## src/rtl/remote_comm_pkg.sv

```systemverilog
// Shared types, widths and checksum helper for the multi-byte remote command sender.
// rc_chksum is only referenced when REMOTE_COMM_CHKSUM_EN is defined.
package remote_comm_pkg;

    localparam int BYTE_W        = 8;
    localparam int MAX_CMD_BYTES = 8;
    localparam int MAX_CMD_W     = MAX_CMD_BYTES * BYTE_W;

    typedef enum logic [1:0] {
        IDLE      = 2'd0,
        LOAD      = 2'd1,
        SEND      = 2'd2,
        WAIT_RESP = 2'd3
    } rc_state_t;

    // Byte that makes the mod-256 sum of the low nbytes of data plus itself equal zero.
    function automatic logic [BYTE_W-1:0] rc_chksum(input logic [MAX_CMD_W-1:0] data,
                                                     input int                   nbytes);
        logic [BYTE_W-1:0] sum;
        sum = '0;
        for (int i = 0; i < MAX_CMD_BYTES; i++) begin
            if (i < nbytes) sum = sum + data[i*BYTE_W +: BYTE_W];
        end
        return BYTE_W'(0) - sum;
    endfunction

endpackage

```

## src/rtl/remote_comm_mb_if.sv

```systemverilog
// Byte-level UART handshake between the command sender (master) and the shared UART (slave).
interface remote_comm_mb_if;
    import remote_comm_pkg::*;

    logic              trmt;
    logic [BYTE_W-1:0] tx_data;
    logic              tx_done;
    logic              rx_rdy;
    logic [BYTE_W-1:0] rx_data;
    logic              clr_rx_rdy;

    modport master (
        output trmt, tx_data, clr_rx_rdy,
        input  tx_done, rx_rdy, rx_data
    );

    modport slave (
        input  trmt, tx_data, clr_rx_rdy,
        output tx_done, rx_rdy, rx_data
    );

endinterface

```

## src/rtl/rc_timeout_cnt.sv

```systemverilog
// Saturating response-timeout counter with synchronous clear and terminal-count flag.
module rc_timeout_cnt #(
    parameter int TIMEOUT_CYC = 1000000
) (
    input  logic clk,
    input  logic rst_n,
    input  logic clr,
    input  logic en,
    output logic tc
);

    localparam int                CNT_W   = $clog2(TIMEOUT_CYC + 1);
    localparam logic [CNT_W-1:0] TC_VAL  = CNT_W'(TIMEOUT_CYC - 1);
    localparam logic [CNT_W-1:0] SAT_VAL = CNT_W'(TIMEOUT_CYC);

    logic [CNT_W-1:0] cnt;

    // NOTE: registered state always uses non-blocking assignments so every flop samples pre-edge values.
    always_ff @(posedge clk) begin
        if (!rst_n) begin
            cnt <= '0;
        end else if (clr) begin
            cnt <= '0;
        end else if (en && (cnt != SAT_VAL)) begin
            cnt <= cnt + CNT_W'(1);
        end
    end

    assign tc = (cnt == TC_VAL);

endmodule

```

## src/rtl/remote_comm_mb.sv

```systemverilog
// Serialises a CMD_BYTES command MSB-first over a byte UART, then waits for one response byte.
// Define REMOTE_COMM_CHKSUM_EN to append a two's-complement checksum byte to each command.
module remote_comm_mb
    import remote_comm_pkg::*;
#(
    parameter int CMD_BYTES   = 2,
    parameter int TIMEOUT_CYC = 1000000
) (
    input  logic                        clk,
    input  logic                        rst_n,
    input  logic                        send_cmd,
    input  logic [BYTE_W*CMD_BYTES-1:0] cmd,
    output logic                        busy,
    output logic                        cmd_sent,
    output logic                        resp_rdy,
    output logic [BYTE_W-1:0]           resp,
    output logic                        resp_timeout,
    remote_comm_mb_if.master            uart
);

`ifdef REMOTE_COMM_CHKSUM_EN
    localparam int NBYTES = CMD_BYTES + 1;
`else
    localparam int NBYTES = CMD_BYTES;
`endif
    localparam int               SHIFT_W  = NBYTES * BYTE_W;
    localparam int               CNT_W    = $clog2(CMD_BYTES + 2);
    localparam logic [CNT_W-1:0] LAST_CNT = CNT_W'(NBYTES - 1);

    rc_state_t state, state_nxt;

    logic [SHIFT_W-1:0] shift_q;
    logic [SHIFT_W-1:0] load_value;
    logic [CNT_W-1:0]   byte_cnt;
    logic               trmt_q;
    logic [BYTE_W-1:0]  tx_data_q;
    logic               clr_rx_q;
    logic               last_byte;
    logic               tc;

    // Control strobes decoded from the current state.
    logic accept;
    logic load_byte;
    logic advance;
    logic finish_tx;
    logic take_resp;
    logic time_out;

`ifdef REMOTE_COMM_CHKSUM_EN
    assign load_value = {cmd, rc_chksum(MAX_CMD_W'(cmd), CMD_BYTES)};
`else
    assign load_value = cmd;
`endif

    assign last_byte = (byte_cnt == LAST_CNT);

    always_ff @(posedge clk) begin
        if (!rst_n) state <= IDLE;
        else        state <= state_nxt;
    end

    // NOTE: every combinational output gets a default first, so no path can infer a latch.
    always_comb begin
        state_nxt = state;
        case (state)
            IDLE:      if (send_cmd) state_nxt = LOAD;
            LOAD:      state_nxt = SEND;
            SEND:      if (uart.tx_done) state_nxt = last_byte ? WAIT_RESP : LOAD;
            WAIT_RESP: if (uart.rx_rdy || tc) state_nxt = IDLE;
            default:   state_nxt = IDLE;
        endcase
    end

    always_comb begin
        accept    = 1'b0;
        load_byte = 1'b0;
        advance   = 1'b0;
        finish_tx = 1'b0;
        take_resp = 1'b0;
        time_out  = 1'b0;
        case (state)
            IDLE:      accept    = send_cmd;
            LOAD:      load_byte = 1'b1;
            SEND: begin
                finish_tx = uart.tx_done &&  last_byte;
                advance   = uart.tx_done && !last_byte;
            end
            WAIT_RESP: begin
                // A response arriving on the terminal cycle beats the timeout.
                take_resp = uart.rx_rdy;
                time_out  = !uart.rx_rdy && tc;
            end
            default: ;
        endcase
    end

    always_ff @(posedge clk) begin
        if (!rst_n) begin
            shift_q      <= '0;
            byte_cnt     <= '0;
            trmt_q       <= 1'b0;
            tx_data_q    <= '0;
            clr_rx_q     <= 1'b0;
            cmd_sent     <= 1'b0;
            resp_rdy     <= 1'b0;
            resp         <= '0;
            resp_timeout <= 1'b0;
        end else begin
            trmt_q   <= load_byte;
            // Bytes arriving outside WAIT_RESP are consumed and dropped.
            clr_rx_q <= uart.rx_rdy;
            if (accept) begin
                shift_q      <= load_value;
                byte_cnt     <= '0;
                cmd_sent     <= 1'b0;
                resp_rdy     <= 1'b0;
                resp_timeout <= 1'b0;
            end
            if (load_byte) tx_data_q <= shift_q[SHIFT_W-1 -: BYTE_W];
            if (advance) begin
                shift_q  <= shift_q << BYTE_W;
                byte_cnt <= byte_cnt + CNT_W'(1);
            end
            if (finish_tx) cmd_sent <= 1'b1;
            if (take_resp) begin
                resp     <= uart.rx_data;
                resp_rdy <= 1'b1;
            end
            if (time_out) resp_timeout <= 1'b1;
        end
    end

    rc_timeout_cnt #(
        .TIMEOUT_CYC (TIMEOUT_CYC)
    ) u_timeout (
        .clk   (clk),
        .rst_n (rst_n),
        .clr   (finish_tx),
        .en    (state == WAIT_RESP),
        .tc    (tc)
    );

    assign busy            = (state != IDLE);
    assign uart.trmt       = trmt_q;
    assign uart.tx_data    = tx_data_q;
    assign uart.clr_rx_rdy = clr_rx_q;

endmodule

```

## src/flat_wrapper.sv

```systemverilog
// flat-port wrapper written by rule: the top's interface ports become plain ports
module remote_comm_mb_flat import remote_comm_pkg::*;
#(
    parameter int CMD_BYTES   = 2,
    parameter int TIMEOUT_CYC = 1000000
)
  (clk, rst_n, send_cmd, cmd, busy, cmd_sent, resp_rdy, resp, resp_timeout, uart_trmt, uart_tx_data, uart_clr_rx_rdy, uart_tx_done, uart_rx_rdy, uart_rx_data);
  remote_comm_mb_if uart_i ();
  input  logic clk;
  input  logic rst_n;
  input  logic send_cmd;
  input  logic [BYTE_W*CMD_BYTES-1:0] cmd;
  output logic busy;
  output logic cmd_sent;
  output logic resp_rdy;
  output logic [BYTE_W-1:0] resp;
  output logic resp_timeout;
  output wire logic [$bits(uart_i.trmt)-1:0] uart_trmt;
  output wire logic [$bits(uart_i.tx_data)-1:0] uart_tx_data;
  output wire logic [$bits(uart_i.clr_rx_rdy)-1:0] uart_clr_rx_rdy;
  input wire logic [$bits(uart_i.tx_done)-1:0] uart_tx_done;
  input wire logic [$bits(uart_i.rx_rdy)-1:0] uart_rx_rdy;
  input wire logic [$bits(uart_i.rx_data)-1:0] uart_rx_data;
  assign uart_trmt = uart_i.trmt;
  assign uart_tx_data = uart_i.tx_data;
  assign uart_clr_rx_rdy = uart_i.clr_rx_rdy;
  assign uart_i.tx_done = uart_tx_done;
  assign uart_i.rx_rdy = uart_rx_rdy;
  assign uart_i.rx_data = uart_rx_data;
  remote_comm_mb #(.CMD_BYTES(CMD_BYTES), .TIMEOUT_CYC(TIMEOUT_CYC)) u_core (.clk(clk), .rst_n(rst_n), .send_cmd(send_cmd), .cmd(cmd), .busy(busy), .cmd_sent(cmd_sent), .resp_rdy(resp_rdy), .resp(resp), .resp_timeout(resp_timeout), .uart(uart_i));
endmodule
```

## config.mk

```make
export PLATFORM = sky130hd
export DESIGN_NAME = remote_comm_mb_flat
export DESIGN_NICKNAME = d
export VERILOG_FILES = /design/src/rtl/remote_comm_pkg.sv /design/src/rtl/remote_comm_mb_if.sv /design/src/rtl/rc_timeout_cnt.sv /design/src/rtl/remote_comm_mb.sv /design/src/flat_wrapper.sv
export SDC_FILE = /design/constraint.sdc
export NUM_CORES = 1
export LEC_CHECK = 0
export CAP_MARGIN = 20
export CORE_UTILIZATION = 51
export DETAILED_ROUTE_END_ITERATION = 10
export GPL_TIMING_DRIVEN = 0
export PLACE_DENSITY = 0.79
export SYNTH_ARGS = -nofsm -noshare
export SYNTH_HDL_FRONTEND = slang
export SYNTH_SLANG_ARGS = --single-unit
export TNS_END_PERCENT = 30
```

## constraint.sdc

```tcl
create_clock -name clk -period 2 [get_ports clk]
set_input_delay 0.5 -clock clk [delete_from_list [all_inputs] [get_ports clk]]
set_output_delay 0.5 -clock clk [all_outputs]
set_load 0.02 [all_outputs]
```

## Yosys cells after proc, flatten, opt, wreduce, memory -nomap -nowiden

Cells that the tools add are included.

- Bits in registers: 61
- Bits in latches: 0
- Memory bits (writable): 0
- Memory bits (read-only): 0
- Output and inout port bits: 22
- Logic and storage cells: 59
- Memories kept: 0

- Add/sub/neg operators: 2
- $mul: 0
- Div/mod/pow operators: 0
- Order comparisons: 0
- Equality and inequality tests: 9
- Shift operators: 0
- Muxes and demuxes: 19
- Bitwise operators: 1
- Reductions and logical operators: 16

Operators with widths:

| kind | number |
|---|---|
| $mux 16 | 2 |
| $add 20x1->20 const B | 1 |
| $eq 20x20->1 const B | 1 |
| $ne 20x20->1 const B | 1 |
| $mux 2 | 6 |
| $mux 1 | 10 |
| $reduce_bool 2->1 | 5 |
| $pmux 2 s4 | 1 |
| $eq 2x1->1 const B | 2 |
| $eq 2x2->1 const B | 2 |
| $logic_and 1x1->1 | 4 |
| $ne 2x2->1 const B | 2 |
| $reduce_or 2->1 | 2 |
| $reduce_and 3->1 | 1 |
| $add 2x1->2 const B | 1 |
| $logic_not 1->1 | 2 |
| $logic_not 2->1 | 1 |
| $ne 2x1->1 const B | 1 |
| $logic_or 1x1->1 | 1 |
| $not 1->1 | 1 |

## Longest topological paths before layout

Gate-level depths: netlist (run 1).

- Depth after elaboration: 5
- Depth in mapped cells: 7
- Depth with buffers taken out: 6

## Modules after synthesis

A second synthesis (run 1) with hierarchy kept.

- Cells, all modules: 318
- Area total of the unflattened synthesis: 2645.0 µm²

Modules (own cells, without submodules):

| module | instances | cells each | area an instance (µm²) |
|---|---|---|---|
| remote_comm_mb | 1 | 196 | 1632.8 |
| rc_timeout_cnt | 1 | 122 | 1012.2 |

## Worst setup path after synthesis (run 1)

OpenSTA, ideal clock, no wires.

- Path type: register -> register
- Start: reg u_core.u_timeout.cnt[0]
- End: reg u_core.u_timeout.cnt[14]
- Setup time: 0.070 ns
- Arrival time: 1.747 ns
- Data required time: 1.930 ns
- Slack: 0.182 ns
- Cell stages (with the launch flop): 7
- Buffers on the path: 1
- Period minus slack after synthesis: 1.818 ns
- Path through: dfxtp_1 > ha_1 > nand3_1 > or4_1 > clkbuf_1 > or3_1 > a21oi_1

- Word-level cells in the longest chain between the ends: 2
- Elaborated cells on any way between the ends: 3
- Those cells by class: add/sub (1); eq/ne (1); reduce/logical (1)

Ends and longest elaborated chain:

| element | line | source |
|---|---|---|
| start: declaration | rc_timeout_cnt.sv:16 | `logic [CNT_W-1:0] cnt;` |
| start signal: assignment | rc_timeout_cnt.sv:25 | `cnt <= cnt + CNT_W'(1);` |
| parallel branches: the longest is 2 deep, another holds $add 20x1->20 | n/a |  |

Parallel ways; which one is timed is not known.
A chain may end at the register's enable or synchronous reset.

## Final worst setup path (run 1)

- Start: reg u_core.u_timeout.cnt[1]
- End: reg u_core.u_timeout.cnt[18]

The elaborated chain is that of the path after synthesis.

==> results by stage, run 1 <==
Global route:
- In the global route stage, overall resource usage came out at a little under a quarter.
- In the global route stage, met1 resource usage came out at between 30% and 40%.
- The number of global-route vias before repair is between 2000 and 2500.
- The maximum number of pins on one net before global-route repair is 11.
- In the global route stage, met3 resource usage came out at between 4 and 5%.
- The first global-routing pass estimated just over 9 mm of wire.
- After global routing the overflow that remains totals 0.
- The number of antenna violations at the first check in global routing is 0.
- The met2 track demand over resource is between 30% and 40%.
- The busiest layer in global routing is met2.

Setup path:
- At the worst endpoint, the required time is between 2 and 2.5 ns.
- STA classifies the critical path startpoint as a register.
- The critical path start-end classification is register to register.
- The kind of capture point of the worst setup path is a register.
- The critical path data arrival time is 2.23 ns.
- Along the worst path, the maximum fanout reaches 9.

STA:
- The number of max-slew violations in the final report is 0.
- At the pin with the least slew margin, the transition time is just under 0.6 ns.
- The final critical path takes up a little over nine tenths of the cycle.
- The final hold violation count came to 0.
- The tightest hold path in the finished design has a slack of roughly 0.46 ns.
- The accumulated negative setup slack is 0 ns.
- Setup violations remaining at the end of the flow were counted as 0.
- Setup repair after global routing could not meet its margin everywhere.
- The worst pin sits at a relative slew slack of roughly 60%.
- After layout, the minimum clock period comes to roughly 2 ns.
- Across the routed clock network, the largest skew measured is 0.00928 ns.
- The peak clock frequency supported by timing is approximately 500 MHz.

Detailed routing:
- After detailed routing, the total wire length is 5.79 mm.
- Dividing the detail-routed via count by the number of cells gives 5.27.
- The first detailed-routing pass took 4 iterations.
- In the routed design, unresolved DRC markers number 0.
- The remaining antenna violation count after routing is 0.
- The via count of the routed design is between 2000 and 2500.
- Dividing the detail-routed wire length by the instance count gives ~13 um.
- The detailed router finished its first iteration with between 100 and 150 violations.

Pwr:
- In this run the power density over the cells is between 700 and 800 nW/um^2.
- The cell leakage power is 1.21 nW.
- After layout, the design draws a total of 2.76 mW.
- The worst supply voltage drop on vdd is between 0.4 and 0.5 mV.

Logic synthesis:
- The cell area after synthesis is ~2600 um^2.
- In the synthesized netlist the async set-or-reset flop fraction comes to 0%.
- Dividing the synthesized area by the synthesized cell count gives 8.48 um^2.
- The synthesized netlist contains 39 unique library cells.
- The gate count of the mapped netlist is roughly 310.
- Counting flops and latches in the post-synthesis netlist gives 61.
- The number of nets handed over by synthesis was 340.
- The number of warnings printed during yosys synthesis is 0.
- The number of enable flip-flop cells after synthesis is 0.
- For this run, the register share of the synthesized area comes to between 40% and 50%.
- The leading register cell type out of synthesis is sky130_fd_sc_hd__dfxtp_1.

Floorplan:
- For this design the top-level I/O count stands at 51.
- The cell row count is 25.
- The die is roughly 74 um tall.
- The die area is ~5400 um^2.
- The die is between 70 and 80 um wide.
- The effective utilization at floorplan is a little over half.
- In this run the standard cell core region covers ~4800 um^2.

Clock network:
- After clock tree synthesis, the clock-pin slew on the worst setup and hold paths is approximately 0.070 ns.
- The sink count of the clock tree is approximately 60.
- TritonCTS built the clock tree.
- The longest clock path from root to sink contains 2 buffers.
- Clock tree synthesis inserted a total of 9 buffers.
- The clock root buffer master is sky130_fd_sc_hd__clkbuf_8.
- CTS built an H-tree with a depth of 3.
- For the worst-skew pair, the clock arrives at the later sink with an insertion delay of 0.34 ns.

Cells and area:
- The count of fill cells added during filler insertion is 400.
- Leaving out fill and tap cells, the most frequent cells in the layout are 68 x sky130_fd_sc_hd__nand2_1, 57 x sky130_fd_sc_hd__dfxtp_1, 49 x sky130_fd_sc_hd__clkdlybuf4s50_1, 26 x sky130_fd_sc_hd__a21boi_0, 21 x sky130_fd_sc_hd__a21oi_1.
- The final net count is just over 400.
- 0 antenna diodes ended up in the layout.
- The ratio of cells with drive above 1 in the final layout is under 10%.
- From synthesis to final layout, the design area changed by 33.6%.
- Summing all multi-input logic gate instances after layout gives approximately 1300 um^2.
- The filler-free cell count of the finished design is roughly 440.
- The register cell area after layout is roughly 1200 um^2.
- The library cell used most frequently in the layout, excluding fill and tap cells, is sky130_fd_sc_hd__nand2_1.
- The finished cells cover 3490 um^2.

Place:
- The count of input and output buffers is 50.
- Counting tap cells, the placed design contains a total of around 430 instances.
- Detailed placement ended at an HPWL of between 3 and 4 mm.
- In this run the cell area measured after placement is 3200 um^2.
- The final estimated routing congestion in global placement is 0.753.

Min path:
- The worst hold path belongs to the class register to register.

Outcome:
- The flow ran to the end, and the final reports show no timing, DRC or antenna violations.

Job:
- The reported max-cap violation count is 0.
## routing by layer
metal | vias up | share of wire, % | wire length [um]
li1 | 1192 | - | -
met1 | 1071 | 48 | 2770
met2 | 66 | 45 | 2600
met3 | 13 | 4.6 | 267
met4 | 0 | 2.7 | 157
met5 | - | 0 | 0
## cells by family after synthesis
logic type                 count (synthesis)  synth area share (%)
muxes                                      4                  1.53
AOI/OAI and AO/OA                         71                  17.6
DFF                                       61                  46.7
buffers and inverters                     25                  3.69
xor gates and xnor gates                   8                  2.68
and+or+nand+nor                          136                  26.3
adders and majority gates                  3                  1.44
## synth_stat cells (all sizes together) (2+ instances only)
library cell | instances | share of area [%]
nand2 | 68 | 9.8
dfxtp | 61 | 47
a21boi | 26 | 7.5
a21oi | 21 | 4.0
clkbuf | 15 | 2.2
nor2 | 13 | 1.9
o21ai | 10 | 1.9
or3 | 10 | 2.4
inv | 9 | 1.3
a22oi | 8 | 2.3
nor2b | 6 | 1.4
nand3 | 5 | 0.96
nand4 | 5 | 1.8
xnor2 | 5 | 1.7
and3 | 4 | 0.96
and4 | 4 | 1.3
mux2i | 4 | 1.5
nand2b | 4 | 0.96
nor4 | 4 | 0.96
ha | 3 | 1.4
nor3b | 3 | 1.1
or4 | 3 | 0.86
xor2 | 3 | 1.0
and2 | 2 | 0.48
## path summary, 6_finish.rpt
check	startpoint	to	slack [ns]	cells past startpoint
max	u_core.u_timeout.cnt[1]$_SDFFE_PP0P_	u_core.u_timeout.cnt[18]$_SDFFE_PP0P_	0.03	5
min	u_core.shift_q[9]$_SDFFE_PN0P_	u_core.uart.tx_data[1]$_SDFFE_PN0P_	0.46	2
max reg2reg	u_core.u_timeout.cnt[1]$_SDFFE_PP0P_	u_core.u_timeout.cnt[18]$_SDFFE_PP0P_	0.03	5
min reg2reg	u_core.shift_q[9]$_SDFFE_PN0P_	u_core.uart.tx_data[1]$_SDFFE_PN0P_	0.46	2
## through the flow
stage               util [%]  worst slack, ns
floorplan                  -            0.182
global placement        66.4           -0.411
detailed placement      66.4           -0.407
CTS                     71.4           0.0179
global route            72.5          -0.0377
finish                  72.5           0.0299
## power breakdown
part / switching [mW] / total, mW / internal [mW]
clock: 0.465 / 1.23 / 0.766
combinational: 0.129 / 0.255 / 0.125
sequential: 0.0247 / 1.28 / 1.25
## flip-flops by register name, indices dropped and copies added, names as in the netlist, 2 cells and up
name / cells
u_core.state: 2
u_core.uart.tx_data: 8
u_core.shift_q: 16
u_core.u_timeout.cnt: 20
u_core.byte_cnt: 2
u_core.resp: 8
## area by class of cell
cell class	count	share of cell area (%)
plain buffers	14	1.90
clock buffers	12	4.44
clock inverters	4	2.01
inverters	9	0.968
multi-input cells	222	37.3
flip-flops and latches	61	35.1
well taps	67	2.40
repair buffers	55	15.8
## worst max-delay path, stage by stage, from the launching register on
cell,delay [ns]
sky130_fd_sc_hd__dfxtp_1,0.40
sky130_fd_sc_hd__ha_1,0.20
sky130_fd_sc_hd__nand3_2,0.17
sky130_fd_sc_hd__or4_4,0.58
sky130_fd_sc_hd__or3_1,0.35
sky130_fd_sc_hd__a21oi_1,0.19
## what timing repair did
item,CTS,global route
hold buffers,0,0
cloned,0,0
pin swaps,0,1
endpoints found under the setup margin,14,27
hold endpoints to repair,0,0
gates resized for setup,11,8
setup buffers,0,5
Power figures use the tool's default switching activity.
==> run 2: changes to the inputs <==
--- a/config.mk
+++ b/config.mk
@@ -13,4 +13,4 @@
 export SYNTH_ARGS = -nofsm -noshare
 export SYNTH_HDL_FRONTEND = slang
 export SYNTH_SLANG_ARGS = --single-unit
-export TNS_END_PERCENT = 30
+export TNS_END_PERCENT = 100
==> results by stage, run 2 (same netlist as run 1, synthesis figures left out) <==
Outcome:
- Run status: completed (unchanged).

Place:
- The post-placement cell count came to 425 (unchanged).
- The final estimated routing congestion in global placement is 0.753 (unchanged).
- The half-perimeter wire length after placement came to 3.96 mm (unchanged).
- The post-detailed-placement cell area came to 3200 um^2 (unchanged).
- The count of input and output buffers is 50 (unchanged).

STA:
- The slew at the pin closest to its max-slew limit was 0.585 ns (was 0.583 ns).
- The peak clock frequency supported by timing is 509 MHz (was 508 MHz).
- The number of max-slew violations in the final report is 0 (unchanged).
- The final hold violation count is 0 (unchanged).
- The total of endpoints with negative setup slack in the final report is 0 (unchanged).
- The post-route clock skew is 0.0103 ns (was 0.00928 ns).
- The final clock period utilization by the worst path came to 98.2% (was 98.5%).
- The relative max-transition margin is 60.9% (was 61.0%).
- The clock period minus final worst setup slack was 1.96 ns (was 1.97 ns).
- Unrepaired setup endpoints after global routing: true (unchanged).

Detailed routing:
- The total routed wirelength is 5.81 mm (was 5.79 mm).
- The routed length per instance is 13.1 um (was 13.0 um).
- The total iterations of the first detailed-routing run was 4 (unchanged).
- The remaining antenna violation count after routing is 0 (unchanged).
- The count of routing violations after the opening detailed-route iteration was 142 (was 135).
- The via count of the routed design is 2310 (was 2342).
- The average via count per standard cell is 5.20 (was 5.27).
- The residual DRC count was 0 (unchanged).

Job:
- The reported max-cap violation count is 0 (unchanged).

Setup path:
- The critical path data arrival time was 1.46 ns (was 2.23 ns).
- The sort of element at the start of the critical path is a register (unchanged).
- The beginning of the worst register-to-register path is u_core.u_timeout.cnt[0]$_SDFFE_PP0P_ (was u_core.u_timeout.cnt[1]$_SDFFE_PP0P_).
- The worst-case reg-to-reg path depth came to 5 (unchanged).
- The endpoint of the worst register-to-register path is u_core.u_timeout.cnt[18]$_SDFFE_PP0P_ (unchanged).
- The data required time at the worst endpoint was 1.50 ns (was 2.26 ns).
- The maximum fanout along the worst path is 10 (was 9).
- The setup slack of the most critical reg-to-reg path is 0.09 ns (was 0.03 ns).
- The beginning of the critical path is u_core.state[0]$_SDFFE_PN0P_ (was u_core.u_timeout.cnt[1]$_SDFFE_PP0P_).
- The kind of capture point of the worst setup path is an output port (was register).
- The endpoint of the worst setup timing path is busy (was u_core.u_timeout.cnt[18]$_SDFFE_PP0P_).
- The critical path start-end classification is register to output port (was register to register).

Global route:
- The total grt overflow was 0 (unchanged).
- The maximum number of pins on one net before global-route repair is 11 (unchanged).
- The number of global-route vias before repair is 2115 (unchanged).
- The overall fraction of global-route tracks in use is 23.4% (unchanged).
- The number of antenna violations at the first check in global routing is 0 (unchanged).
- The first-pass GRT wire length is 9.34 mm (unchanged).

Floorplan:
- The die area is 5410 um^2 (unchanged).
- The y dimension of the die came to 73.6 um (unchanged).
- The boundary pin count is 51 (unchanged).
- The cell row count was 25 (unchanged).
- The effective utilization at floorplan was 54.2% (unchanged).
- The width of the chip was 73.6 um (unchanged).
- The area inside the core boundary is 4820 um^2 (unchanged).

Cells and area:
- The largest register by flop count is u_core.u_timeout.cnt (unchanged).
- The ratio of cells with drive above 1 in the final layout is 10.6% (was 9.81%).
- The filler-free cell count of the finished design is 444 (unchanged).
- Highest-count cells in the layout ignoring fill and taps: 68 x sky130_fd_sc_hd__nand2_1, 56 x sky130_fd_sc_hd__dfxtp_1, 49 x sky130_fd_sc_hd__clkdlybuf4s50_1, 26 x sky130_fd_sc_hd__a21boi_0, 21 x sky130_fd_sc_hd__a21oi_1 (was 68 x sky130_fd_sc_hd__nand2_1, 57 x sky130_fd_sc_hd__dfxtp_1, 49 x sky130_fd_sc_hd__clkdlybuf4s50_1, 26 x sky130_fd_sc_hd__a21boi_0, 21 x sky130_fd_sc_hd__a21oi_1).
- The final net count is 404 (unchanged).
- The most common cell after layout, fill and taps aside is sky130_fd_sc_hd__nand2_1 (unchanged).
- The number of flip-flops under the largest register name is 20 (unchanged).
- The antenna diode count was 0 (unchanged).
- The post-route cell area is 3510 um^2 (was 3490 um^2).
- Leading registers by flop count: u_core.u_timeout.cnt: 20 flops, u_core.shift_q: 16 flops (unchanged).
- The area growth from synthesis to layout is 34.4% (was 33.6%).

Clock network:
- The number of clock buffers inserted by TritonCTS was 9 (unchanged).
- The clock-pin slew on the worst setup and hold paths was 0.06 ns (was 0.07 ns).
- The later-pin clock latency in the skew report is 0.34 ns (about the same).
- The clock root buffer master is sky130_fd_sc_hd__clkbuf_8 (unchanged).
- The number of levels the H-tree was split into was 3 (unchanged).
- The worst-case clock buffer depth is 2 (unchanged).
- The sink count of the clock tree is 61 (unchanged).
- The number of hold-repair buffers added at the cts stage was 0 (unchanged).
- The clock tree from TritonCTS is done (unchanged).

Pwr:
- The cell leakage power came to 1.21 nW (about the same).
- The power per cell area is 790 nW/um^2 (was 792 nW/um^2).
- The worst supply voltage drop on vdd is 0.500 mV (was 0.498 mV).

Min path:
- The worst hold path class is register to register (unchanged).
- The start point of the worst hold path is u_core.shift_q[9]$_SDFFE_PN0P_ (unchanged).
[run 2: final cells by class]
cell class / count / area [um^2]
sequential: 61 / 1230
timing repair buffer: 55 / 552
multi-input combinational: 222 / 1320
buffer: 14 / 66.3
inverter: 9 / 33.8
fill: 399 / 1310
tap: 67 / 83.8
clock inverter: 4 / 70.1
clock buffer: 12 / 155
[run 2: through the flow]
step / setup slack [ns] / hold slack (ns) / util (%) / total power [mW] / setup TNS [ns]
after floorplan: 0.182 / 0.436 / - / 1.44 / 0
after global placement: -0.411 / 0.444 / 66.4 / 1.55 / -7.23
after detailed placement: -0.407 / 0.448 / 66.4 / 1.56 / -7.51
after CTS: 0.0179 / 0.457 / 71.4 / 2.78 / 0
after global routing: -0.0262 / 0.477 / 72.9 / 2.86 / -0.0262
final: 0.0365 / 0.460 / 72.9 / 2.77 / 0
[run 2: repair_timing]
item,4_1_cts,5_1_grt
buffers inserted,0,5
setup endpoints to repair,14,27
resized for setup,11,14
pin swaps,0,2
[run 2: report_power, final]
group	leakage (nW)	switching (mW)	total [mW]	internal, mW
registers	0.497	0.0263	1.28	1.25
logic	0.599	0.129	0.256	0.127
clock network	0.116	0.470	1.24	0.766
[run 2: worst min-delay path by stage]
stage / end / slack, ns / cells after the start
after detailed placement: u_core.shift_q[6]$_SDFFE_PP0P_ / 0.45 / 2
after floorplan: u_core.shift_q[0]$_SDFFE_PP0P_ / 0.44 / 2
after global routing: u_core.shift_q[0]$_SDFFE_PP0P_ / 0.48 / 2
final: u_core.uart.tx_data[1]$_SDFFE_PN0P_ / 0.46 / 2
after global placement: u_core.shift_q[0]$_SDFFE_PP0P_ / 0.44 / 2
after CTS: u_core.shift_q[6]$_SDFFE_PP0P_ / 0.46 / 2
[run 2: layer usage]
metal / track usage, % / share of wire, % / vias up
met1: 30.0 / 48 / 1040
met4: 14.5 / 2.8 / 0
met2: 36.0 / 44 / 65
li1: - / - / 1191
met5: 0 / 0 / -
met3: 4.94 / 5.1 / 14
[run 2: critical path: stages (launching register included)]
cell and delay (ns):
sky130_fd_sc_hd__dfxtp_2 0.36, sky130_fd_sc_hd__clkbuf_2 0.20, sky130_fd_sc_hd__or2_2 0.31, sky130_fd_sc_hd__clkdlybuf4s15_2 0.25
